==> src/rtl/serial_port_receiver.sv <==
// serial_port_receiver: 8N1 UART receiver with a small circular receive FIFO
// behind two CPU-readable ports (status and data).
module serial_port_receiver #(
  parameter int         BIT_DURATION_CLOCKS = 500,   // clocks per serial bit (even, >= 8)
  parameter int         FIFO_DEPTH_LOG2     = 2,     // log2 of FIFO entries (>= 1)
  parameter logic [7:0] STATUS_PORT_ID      = 8'h82,
  parameter logic [7:0] DATA_PORT_ID        = 8'h83
) (
  input  logic       clk,
  input  logic       reset,
  input  logic       serialPortDataIn,
  input  logic [7:0] cpuPortId,
  input  logic       cpuReadStrobe,
  output logic [7:0] cpuReadData
);

  localparam int TIMER_W    = $clog2(BIT_DURATION_CLOCKS);
  localparam int FIFO_DEPTH = 1 << FIFO_DEPTH_LOG2;

  localparam logic [TIMER_W-1:0]       FULL_BIT_LOAD  = TIMER_W'(BIT_DURATION_CLOCKS - 1);
  localparam logic [TIMER_W-1:0]       HALF_BIT_LOAD  = TIMER_W'(BIT_DURATION_CLOCKS / 2 - 1);
  localparam logic [FIFO_DEPTH_LOG2:0] FIFO_FULL_CNT  = (FIFO_DEPTH_LOG2 + 1)'(FIFO_DEPTH);

  typedef enum logic [2:0] {
    WAIT_HIGH,
    IDLE,
    START,
    DATA,
    STOP
  } rx_state_t;

  // Line synchronizer
  logic       sync_meta;
  logic       sync_line;
  logic [1:0] sync_fill;
  logic       line_settled;

  // Receive FSM
  rx_state_t          state;
  rx_state_t          state_next;
  logic [TIMER_W-1:0] timer;
  logic [TIMER_W-1:0] timer_next;
  logic [2:0]         bit_index;
  logic [2:0]         bit_index_next;
  logic [7:0]         shift_data;
  logic [7:0]         shift_data_next;
  logic               timer_done;
  logic               push;
  logic               frame_error_set;

  // FIFO and status
  logic [7:0]                 fifo_mem [FIFO_DEPTH];
  logic [FIFO_DEPTH_LOG2-1:0] wr_ptr;
  logic [FIFO_DEPTH_LOG2-1:0] rd_ptr;
  logic [FIFO_DEPTH_LOG2:0]   count;
  logic                       non_empty;
  logic                       full;
  logic                       pop;
  logic                       write_en;
  logic                       overrun_set;
  logic                       status_clear;
  logic                       frame_error;
  logic                       overrun;

  // Two-flop synchronizer on the serial line; sync_fill marks when the
  // synchronizer output reflects the real line again rather than its reset value,
  // so a line held low across reset is not mistaken for an idle-high line.
  always_ff @(posedge clk) begin
    // NOTE: sequential state uses non-blocking assignments so every flop samples
    // the pre-edge value of its source; blocking here would collapse the
    // two-stage synchronizer into a single flop.
    if (reset) begin
      sync_meta <= 1'b1;
      sync_line <= 1'b1;
      sync_fill <= 2'b00;
    end else begin
      sync_meta <= serialPortDataIn;
      sync_line <= sync_meta;
      sync_fill <= {sync_fill[0], 1'b1};
    end
  end

  assign line_settled = sync_fill[1];
  assign timer_done   = (timer == '0);

  // FSM state, bit timer, bit index and shift register
  always_ff @(posedge clk) begin
    if (reset) begin
      state      <= WAIT_HIGH;
      timer      <= '0;
      bit_index  <= '0;
      shift_data <= '0;
    end else begin
      state      <= state_next;
      timer      <= timer_next;
      bit_index  <= bit_index_next;
      shift_data <= shift_data_next;
    end
  end

  // Next-state logic: mid-bit sampling, data assembly, stop-bit check
  always_comb begin
    // NOTE: every output of this block is given a default first so no path
    // leaves a signal unassigned, which would otherwise infer a latch.
    state_next      = state;
    timer_next      = timer;
    bit_index_next  = bit_index;
    shift_data_next = shift_data;
    push            = 1'b0;
    frame_error_set = 1'b0;

    case (state)
      WAIT_HIGH: begin
        if (line_settled && sync_line) begin
          state_next = IDLE;
        end
      end

      IDLE: begin
        if (!sync_line) begin
          state_next = START;
          timer_next = HALF_BIT_LOAD;
        end
      end

      START: begin
        if (timer_done) begin
          if (sync_line) begin
            state_next = IDLE;                // glitch, not a real start bit
          end else begin
            state_next     = DATA;
            timer_next     = FULL_BIT_LOAD;
            bit_index_next = '0;
          end
        end else begin
          timer_next = timer - 1'b1;
        end
      end

      DATA: begin
        if (timer_done) begin
          shift_data_next[bit_index] = sync_line;
          timer_next                 = FULL_BIT_LOAD;
          bit_index_next             = bit_index + 3'd1;
          if (bit_index == 3'd7) begin
            state_next = STOP;
          end
        end else begin
          timer_next = timer - 1'b1;
        end
      end

      STOP: begin
        if (timer_done) begin
          if (sync_line) begin
            push       = 1'b1;
            state_next = IDLE;
          end else begin
            frame_error_set = 1'b1;
            state_next      = WAIT_HIGH;     // line must return high first
          end
        end else begin
          timer_next = timer - 1'b1;
        end
      end

      default: begin
        state_next = WAIT_HIGH;
      end
    endcase
  end

  assign non_empty    = (count != '0);
  assign full         = (count == FIFO_FULL_CNT);
  assign pop          = cpuReadStrobe && (cpuPortId == DATA_PORT_ID) && non_empty;
  assign status_clear = cpuReadStrobe && (cpuPortId == STATUS_PORT_ID);
  // A pop in the same cycle frees the head slot, so a full FIFO can still accept.
  assign write_en     = push && (!full || pop);
  assign overrun_set  = push && full && !pop;

  // FIFO pointers and occupancy count
  always_ff @(posedge clk) begin
    if (reset) begin
      wr_ptr <= '0;
      rd_ptr <= '0;
      count  <= '0;
    end else begin
      if (write_en) begin
        wr_ptr <= wr_ptr + 1'b1;
      end
      if (pop) begin
        rd_ptr <= rd_ptr + 1'b1;
      end
      case ({write_en, pop})
        2'b10:   count <= count + 1'b1;
        2'b01:   count <= count - 1'b1;
        default: count <= count;
      endcase
    end
  end

  // FIFO storage
  always_ff @(posedge clk) begin
    // NOTE: the storage array is deliberately not reset; the count and pointers
    // define which entries are valid, and an empty FIFO never exposes the array.
    if (write_en) begin
      fifo_mem[wr_ptr] <= shift_data;
    end
  end

  // Sticky error flags: a set event in the same cycle beats a status-read clear
  always_ff @(posedge clk) begin
    if (reset) begin
      frame_error <= 1'b0;
      overrun     <= 1'b0;
    end else begin
      if (frame_error_set) begin
        frame_error <= 1'b1;
      end else if (status_clear) begin
        frame_error <= 1'b0;
      end
      if (overrun_set) begin
        overrun <= 1'b1;
      end else if (status_clear) begin
        overrun <= 1'b0;
      end
    end
  end

  // CPU read mux
  always_comb begin
    cpuReadData = 8'h00;
    if (cpuPortId == STATUS_PORT_ID) begin
      cpuReadData = {5'b00000, frame_error, overrun, non_empty};
    end else if ((cpuPortId == DATA_PORT_ID) && non_empty) begin
      cpuReadData = fifo_mem[rd_ptr];
    end
  end

endmodule
==> config.mk <==
export PLATFORM = sky130hd
export DESIGN_NAME = serial_port_receiver
export DESIGN_NICKNAME = d
export VERILOG_FILES = /design/src/rtl/serial_port_receiver.sv
export SDC_FILE = /design/constraint.sdc
export NUM_CORES = 1
export LEC_CHECK = 0
export CAP_MARGIN = 15
export CORE_MARGIN = 2
export CORE_UTILIZATION = 45
export CTS_CLUSTER_DIAMETER = 120
export DETAILED_ROUTE_END_ITERATION = 16
export PLACE_DENSITY = 0.73
export SLEW_MARGIN = 20
export SYNTH_ARGS = -nofsm -noshare
export SYNTH_HDL_FRONTEND = slang
export SYNTH_SLANG_ARGS = --single-unit
export TNS_END_PERCENT = 5
==> constraint.sdc <==
create_clock -name clk -period 6.7 [get_ports clk]
set_input_delay 0.67 -clock clk [delete_from_list [all_inputs] [get_ports clk]]
set_output_delay 0.67 -clock clk [all_outputs]
set_load 0.005 [all_outputs]
# == After elaboration in Yosys (flattened, before gate mapping) ==
# Memory sizes are Yosys's and may differ from the RTL's. A register that Yosys moved wholly into a read port is not among the register bits.
# Index checks and enable logic that the tools add are counted.
# word_totals
ff_bits,36
word_cells,104
mem_count,1
ram_bits,32
# mem_list
name,words,word_bits,rd,rd_ports_with_merged_regs,write_ports,line_no,text
fifo_mem,4,8,1,1,1,52,logic [7:0] fifo_mem [FIFO_DEPTH];
# op_classes
n_eq_ne,19
muxes,39
reduce_logical,24
n_addsub,6
order_cmp,2
# op_table
op,count
9-bit two-way mux,5
9-bit case mux with 4 select lines,1
3-bit two-way mux,9
8-bit equality test (second input constant),2
8-bit two-way mux,2
2-bit inequality test (second input constant),8
3-bit case mux with 5 select lines,1
1-bit two-way mux,14
3-bit case mux with 2 select lines,2
3-bit equality test (second input constant),3
1-bit logical AND,9
9-bit zero test,1
9-bit by 1-bit subtractor with 9-bit output (second input constant),1
8-bit bitwise mux,1
4-bit AND reduction,2
2-bit nonzero test,4
3-bit by 1-bit adder with 3-bit output (second input constant),2
3-bit by 2-bit equality test with 1-bit output (second input constant),2
2-bit two-way mux,3
6-bit AND reduction,1
2-bit by 1-bit adder with 2-bit output (second input constant),2
3-bit by 4-bit less-than comparator with 1-bit output (second input constant),1
4-bit nonzero test,1
1-bit demux with 3-bit select,1
11 further kinds,12

# == Depth between registers and ports, before layout ==
# logic_depth
word_depth,7
ltp_mapped,11

# == Worst setup path before layout ==
# OpenSTA, ideal clock, no wires.
# synth_timing
kind,input to register
start,in cpuPortId[5]
end,reg count[2]
arrival_time_ns,2.783
required_time_ns,6.612
setup_ns,0.088
setup_slack_ns,3.829
stages,9
path_buffers,1
cell_sequence,or4b_4 > nor4_4 > and2_0 > clkbuf_2 > inv_1 > fa_1 > nor3_1 > a211oi_1 > nor4_2
# synth_between
elab_chain_len,7
word_cells_on_any_way,9
# synth_lines
element,line_no,text
start: declaration,12,"input logic [7:0] cpuPortId,"
8-bit equality test (*),175,assign pop = cpuReadStrobe && (cpuPortId == DATA_PORT_ID) && non_empty;
1-bit logical AND (*) (2 in series),175,
1-bit logical OR,178,assign write_en = push && (!full || pop);
1-bit logical AND,178,
2-bit by 1-bit equality test with 1-bit output or 2-bit equality test (tied branches),194,"case ({write_en, pop})"
3-bit case mux with 2 select lines or 2-bit nonzero test (tied branches),-,
end signal: assignment,195,2'b10: count <= count + 1'b1;
end signal: assignment,196,2'b01: count <= count - 1'b1;
end signal: assignment,197,default: count <= count;
end: declaration,55,logic [FIFO_DEPTH_LOG2:0] count;
# Mark *: on every way between the ends. The rest lies on a longest branch, timed or not.
# A chain may end at the register's enable or synchronous reset.

# == Worst setup path after layout ==
# layout_timing
start,in cpuPortId[0]
end,out cpuReadData[2]
# layout_between
elab_chain_len,4
word_cells_on_any_way,5
# layout_lines
element,line_no,text
8-bit equality test,235,end else if ((cpuPortId == DATA_PORT_ID) && non_empty) begin
1-bit logical AND,235,
8-bit two-way mux,235,
8-bit two-way mux (*),233,if (cpuPortId == STATUS_PORT_ID) begin
end: declaration,14,output logic [7:0] cpuReadData
# Marks and branches as above.

==> results.txt <==
The run finished with clean final reports. The count of unresolved DRC violations after routing is 0. The starting density of the core came out at 47.0%. The number of vias in the routed layout is 2186. In this run the power spent charging and discharging nets is 0.191 mW. The number of placed instances, taps included came out at 385. Clock tree synthesis inserted a total of 9 buffers. The finished cells cover 0.00367 mm2. The area added between synthesis and finish is 13.8%.

The maximum buffer depth of the clock tree came out at 2. Summing every instance area after synthesis gives roughly 0.0032 mm2. The max-slew violation count is 0. The synthesized area divided by synthesized cell count came out at around 11 um2.

Among all stages on the critical path, the largest delay is contributed by sky130_fd_sc_hd__nor3_1. The worst max-slew margin expressed relative to the limit came out at about half. In the synthesized netlist the dominant register cell turns out to be sky130_fd_sc_hd__dfxtp_1. The path category of the worst min-delay check is register to register. The synthesis-stage register bit count came out at 70.

By instance count, the cell type seen most on the critical path is sky130_fd_sc_hd__clkdlybuf4s50_1. The count of port buffers added during placement is 19. STA classifies the critical path endpoint as a primary output. The worst setup path is launched from an input port.

The first global-routing pass estimated 9430 um of wire. The number of global-route vias before repair is between 2000 and 2500. The startpoint identified for the worst register-to-register timing path is timer[0]. After detailed routing, the total wire length is around 5800 um. The cell count after synthesis is between 200 and 300.

The peak supply drop came out at approximately 0.09 mV. In this run the cell area measured after placement is 0.00350 mm2. Global routing used between 10% and 20% of the available tracks across all layers. The critical path goes through clkdlybuf4s50_1, or4bb_1, nor3_1, a22o_1, clkdlybuf4s50_1. The die span in y is just under 90 um.

The post-CTS setup repair buffer count is 0. The root buffer cell is sky130_fd_sc_hd__clkbuf_8. Detailed placement finished with a half-perimeter wire length of 4060 um. The count of nets left with antenna violations once routing finished came out at 0. The proportion of register bits with asynchronous set or reset after synthesis came out at 0%. The cell-internal power is approximately 0.6 mW.

The count of H-tree levels built during CTS is 3. The clock insertion delay at the later pin of the skew report is roughly 340 ps. In this run the static leakage power is between 1 and 1.5 nW.

The final period demand of the worst path came out at about 3800 ps. The largest fanout of any net on the critical path is 8. The post-route non-filler standard cell count is around 400. The number of placed I/O pins came out at 20.

The total iterations of the first detailed-routing run is 4. The family with the most delay on the worst path is simple AND/OR/NAND/NOR gates. The routed length per instance is 14.3 um. The weighted congestion at the end of routability-driven global placement came out at 0.820. The type of the worst setup path is input port to primary output.

In the final design database the tool counted 320 nets. The combinational group share of total power came out at 5.2%. Per report_power, the clock group accounts for between 30% and 40% of the total. The number of antenna cells inserted came out at 0. The switching power share of the total is 24.1%. Registers are responsible for a little under three fifths of the overall power. Of the synthesized area, sequential elements account for 53.4%. TritonCTS built the clock tree.

The worst hold path begins at sync_meta. Post-CTS repair changed the size of 0 cells. The first routing iteration left about 160 violations. Entering global routing, the biggest net connects 41 pins. The synthesized net count came out at 301.

The required time at the endpoint of the critical path came out at a little over 6000 ps. Buffers inserted to repair hold after CTS numbered 0. The proportion of netlist area held by the largest area contributor came out at 29.8%. The initial antenna violation count came out at 0. The number of warning messages in the yosys log came out at 0. The share of post-route cells with drive strength above 1 came out at 12.5%. For this run, the slowest stage of the critical path takes approximately 630 ps. For this design, the sink count on the clock tree is 70.

The area of the die came out at ~0.008 mm2. The number of vias per cell is around 5.5. After synthesis, the cell types taking the most area are sky130_fd_sc_hd__edfxtp_1 (30%), sky130_fd_sc_hd__dfxtp_1 (24%), sky130_fd_sc_hd__mux4_2 (5.6%). The total count of hold-check failures in the final report is 0. In this run the power density over the cells is about 220 mW/mm2. The area of the core is slightly below 0.007 mm2.

The aggregate global routing overflow is 0. The distinct cell type count after synthesis is 58. After clock tree synthesis, the clock-pin slew on the worst setup and hold paths is roughly 70 ps.

The critical path startpoint is cpuPortId[0]. The worst path buffer plus inverter count is 2. The worst-case clock skew came out at 6.59 ps. The final-layout setup total negative slack came out at 0 ps. In this run, synthesis inferred 32 flip-flops with an integrated enable. For the pin with the worst max-slew slack, the measured transition is just under 800 ps. Data arrives at the worst endpoint at approximately 3100 ps. The number of setup violations in the final report is 0. The die boundary width came out at between 80 and 90 um. Of the available clock period, the critical path in the final layout requires between 50% and 60%. Across the run, the number of max-cap violations was 0. The number of rows created at floorplan is 30. The maximum clock rate is 266 MHz.

Setup repair after global routing left no endpoint under its margin. Summed over all instances, the cell type with the most area after synthesis is sky130_fd_sc_hd__edfxtp_1.
## synthesized netlist by cell type (all sizes together) (2+ instances only)
cell type and instances:
and3 3, nand2b 2, o21ai 8, or2 3
a211oi 3, dfxtp 38, buf 3, nand3 7
nor4b 2, nor2 37, edfxtp 32, a32oi 2
a311o 2, ha 7, o22a 2, or3 3
and3b 2, clkbuf 9, or4b 2, xnor2 2
a31oi 2, nand4 5, nand3b 3, and2 10
mux4 8, a22o 3, nor4 4, a21o 2
a21oi 12, nor2b 6, mux2i 8, nand2 10
nor3b 3, inv 15, nor3 5, a22oi 3
o41ai 2
## metal layers
| metal | GRT usage [%] | up-vias | routed length (um) |
|---|---|---|---|
| li1 | - | 1077 | - |
| met1 | 19.6 | 1054 | 2690 |
| met2 | 25.8 | 49 | 2710 |
| met3 | 4.85 | 6 | 292 |
| met4 | 5.37 | 0 | 60 |
| met5 | 0 | - | 0 |
## area by class of cell
| cell class | count | area [um2] |
|---|---|---|
| fillers | 577 | 3200 |
| repair buffers | 20 | 198 |
| clock inverters | 6 | 47.5 |
| inverters | 15 | 56.3 |
| multi-input cells | 184 | 1400 |
| flip-flops and latches | 70 | 1720 |
| well taps | 96 | 120 |
| clock buffers | 10 | 128 |
## cell usage in the layout, fill, tap and decap left out, drive strengths merged, types with 5 or more instances in the layout
cell	Yosys	routed
a21oi	12	12
ha	7	7
nand2	10	10
o21ai	8	8
inv	15	16
mux2i	8	8
clkbuf	9	10
nand3	7	7
nor2	37	37
edfxtp	32	32
nor2b	6	6
mux4	8	8
nor3	5	5
clkdlybuf4s50	0	19
nand4	5	5
and2	10	10
dfxtp	38	38
## power by group through the flow
stage	logic (mW)	registers, mW	clock network, mW
2_1_floorplan	0.0289	0.459	0
3_3_place_gp	0.0410	0.460	0
3_5_place_dp	0.0414	0.461	0
4_1_cts	0.0415	0.451	0.304
5_1_grt	0.0459	0.451	0.322
6_report	0.0415	0.451	0.299
## logic make-up after synthesis
kind of cell,after synthesis,synth area share (%)
AO/OA/AOI/OAI,48,10.4
XOR/XNOR,3,0.814
adder cells (fa/ha/maj),8,3.33
buffers and inverters,27,3.22
flip-flops,70,53.4
multiplexers,16,8.07
AND/OR/NAND/NOR,109,20.8
## stage by stage
step	hold slack [ps]	util, %	worst slack [ps]	total power, mW
after floorplan	389	-	3830	0.488
after global placement	392	50.9	2950	0.501
after detailed placement	395	50.9	2860	0.502
after CTS	413	53.5	2860	0.797
after global routing	436	53.5	2750	0.819
final	411	53.5	2940	0.791
## registers in the layout (all words and copies together) (netlist names), named ones only
register and count:
state 3, sync_line 1, count 3, sync_meta 1, wr_ptr 2, shift_data 8
rd_ptr 2, bit_index 3, overrun 1, sync_fill 2, frame_error 1, timer 9
fifo_mem 32
## path summary, 6_finish.rpt
path / cells after the start / slack (ps) / endpoint
min: 1 / 410 / sync_line
min reg2reg: 1 / 410 / sync_line
max reg2reg: 10 / 4140 / count[2]
max: 5 / 2940 / cpuReadData[2]
No activity file was read; power rests on OpenSTA's default activity.
==> RTL edit, RTL diff (same flow settings) <==
Re-encode `rx_state_t` (5 states) as one-hot, 5 bits wide.
--- a/src/rtl/serial_port_receiver.sv
+++ b/src/rtl/serial_port_receiver.sv
@@ -21,12 +21,12 @@
   localparam logic [TIMER_W-1:0]       HALF_BIT_LOAD  = TIMER_W'(BIT_DURATION_CLOCKS / 2 - 1);
   localparam logic [FIFO_DEPTH_LOG2:0] FIFO_FULL_CNT  = (FIFO_DEPTH_LOG2 + 1)'(FIFO_DEPTH);
 
-  typedef enum logic [2:0] {
-    WAIT_HIGH,
-    IDLE,
-    START,
-    DATA,
-    STOP
+  typedef enum logic [4:0] {
+    WAIT_HIGH = 5'b00001,
+    IDLE      = 5'b00010,
+    START     = 5'b00100,
+    DATA      = 5'b01000,
+    STOP      = 5'b10000
   } rx_state_t;
 
   // Line synchronizer
Check against the original RTL: no difference found for any inputs over 10 cycles, from zero or initial values and one cycle with reset high; not proved beyond that.
==> RTL edit against the original RTL <==
  * Critical endpoint unchanged
  * Critical path depth is the same
  * First-iteration DRC count rose by 5.6%
  * Power rose by 23%
  * Cell area rose by 7.0%
  * Sequential cell count is 2 higher
  * Synthesized cell count is 8.9% higher
  * Wire length up 14%
  * Setup slack improved by 99 ps
  * Global-route usage up 1.6 points
  * Largest cell class unchanged
  * Area after synthesis increased by 6.1%
==> RTL edit: results (changes against the original RTL) <==
| Metric | Value |
|---|---|
| Outcome | finished clean |
| Primary FF master, synth | dfxtp_1 |
| Vias | 2361 (+8.0%) |
| Maximum vdd drop | 111 uV (+22%) |
| Top area cells in the synthesized netlist | edfxtp_1 (28%), dfxtp_1 (23%), mux4_2 (5.3%), nor2_1 (3.5%), mux2i_1 (3.2%) |
| Biggest regs | fifo_mem: 32 flops, timer: 9 flops, shift_data: 8 flops |
| Syn_nets | 327 (+8.6%) |
| Worst flop-to-flop path endpoint | count[2] |
| Post-CTS setup buffers | 0 (unchanged) |
| Crit-path max FO | 10 (+2) |
| Reg2reg start | timer[0] |
| Hold Crit Class | register to register |
| Worst-Margin Slew | 757 ps (-11.7 ps) |
| Worst setup SP type | primary input |
| Detailed Route Iter0 Violations | 171 (+5.6%) |
| First-pass DRT Iterations | 4 (unchanged) |
| Synth unique cells | 62 (+6.9%) |
| Gpl congestion | 0.841 (+2.5%) |
| Total track usage | 17.3% (+1.6 points) |
| Initial antenna violation count | 0 (unchanged) |
| Number of enable flip-flop cells after synthesis | 32 (unchanged) |
| Sequential share of the synthesized area | 51.4% (-1.9 points) |
| Fraction of layout cells with a size suffix above 1 | 11.3% (-1.1 points) |
| P_leak | 1.37 nW (+6.5%) |
| Worst-Skew Late Latency | 350 ps |
| YS warnings | 0 (unchanged) |
| PortBufs | 19 (unchanged) |
| Routed Wire Length | 6550 um (+14%) |
| # nets final | 342 (+6.9%) |
| Arrival time at the worst endpoint | 2990 ps (-100 ps) |
| Clock transition at path regs | 70 ps (about the same) |
| Post-CTS resize count | 0 (unchanged) |
| Min-delay src | sync_meta |
| Number of diodes | 0 (unchanged) |
| CTS Buf Count | 9 (unchanged) |
| CP Capture Point | cpuReadData[2] |
| FF-to-FF path depth | 8 (-2) |
| Async set or reset register ratio after synthesis | 0% (unchanged) |
| Commonest cells post-synth | dfxtp_1 (40), edfxtp_1 (32), nor2_1 (32), nand2_1 (15), inv_1 (12) |
| Filler cell count | 657 (+14%) |
| CTS max path bufs | 2 (unchanged) |
| Pin count of the biggest net entering global routing | 37 (-9.8%) |
| Aggregate global routing overflow | 0 (unchanged) |
| Critical Path Start | cpuPortId[3] |
| R2R setup slack | 3870 ps (-270 ps) |
| Vias in the first global route | 2286 (+12%) |
| Worst clock skew | 9.55 ps (+2.96 ps) |
| CTS H-tree lvls | 3 (unchanged) |
| First-pass GRT wire length | 11200 um (+19%) |
| Estimated wirelength of the detail-placed design | 4490 um (+11%) |
| Root Driver | clkbuf_8 |
| Setup Viol. Count Final | 0 (unchanged) |
[RTL edit: cell types whose count changed in the layout (fill, tap and decap cells not counted), sizes merged, moves of 3 or more]
cell	unedited run	this run
mux2i	8	11
o31ai	0	3
inv	16	13
a22oi	3	0
nor2	37	32
or3b	0	3
nand2	10	15
bufinv	0	3
nand3	7	3
nor4b	2	5
xor2	1	4
[RTL edit: cell type report]
type | count | area, sq um | area share (%)
Multi-Input combinational cell | 204 | 1550 | 39.4
Timing Repair Buffer | 21 | 205 | 5.22
Sequential cell | 72 | 1760 | 44.8
Tap cell | 99 | 124 | 3.15
Clock buffer | 10 | 128 | 3.25
Inverter | 13 | 48.8 | 1.24
Clock inverter | 6 | 116 | 2.96
[RTL edit: critical path, cell delays in order]
cell and delay [ps]:
clkdlybuf4s50_1 400, or4b_4 560, nor3_2 610, a22o_1 260, clkdlybuf4s50_1 500
[RTL edit: worst min path at each step]
stage | end | slack (ps) | depth (start not counted)
floorplan | sync_line | 390 | 1
global placement | sync_line | 400 | 1
detailed placement | sync_line | 400 | 1
CTS | sync_line | 420 | 1
global route | sync_line | 430 | 1
finish | sync_line | 420 | 1
[RTL edit: kinds of logic (layout without fill, tap and decap cells)]
family / count (synthesis) / after routing / share of synthesized area (%)
mux: 20 / 20 / 8.81
compound gates: 51 / 51 / 11.4
simple gates: 117 / 117 / 19.7
fa+ha+maj: 9 / 9 / 3.51
xor+xnor: 7 / 7 / 1.79
buf+inv: 30 / 50 / 3.40
flops: 72 / 72 / 51.4
[RTL edit: power by group]
part | internal [mW] | total [mW] | switching (mW) | leakage (nW)
combinational | 0.0350 | 0.0795 | 0.0445 | 0.630
clock | 0.250 | 0.417 | 0.167 | 0.121
sequential | 0.461 | 0.476 | 0.0151 | 0.620
total | 0.746 | 0.972 | 0.226 | 1.37
[RTL edit: through the flow]
step	setup slack [ps]	hold WS [ps]	area [sq um]	instances
2_1_floorplan	3940	389	3420	306
3_3_place_gp	3130	400	3690	409
3_5_place_dp	3030	399	3690	409
4_1_cts	3020	419	3930	425
5_1_grt	2930	430	3930	425
6_report	3040	415	3930	425
[RTL edit: per-layer routing]
layer | up-vias | part of all wire (%) | track usage, %
met4 | 0 | 2.3 | 9.60
met2 | 55 | 46 | 26.3
met1 | 1115 | 47 | 23.3
li1 | 1178 | - | -
met3 | 13 | 3.9 | 3.24
met5 | - | 0 | 0
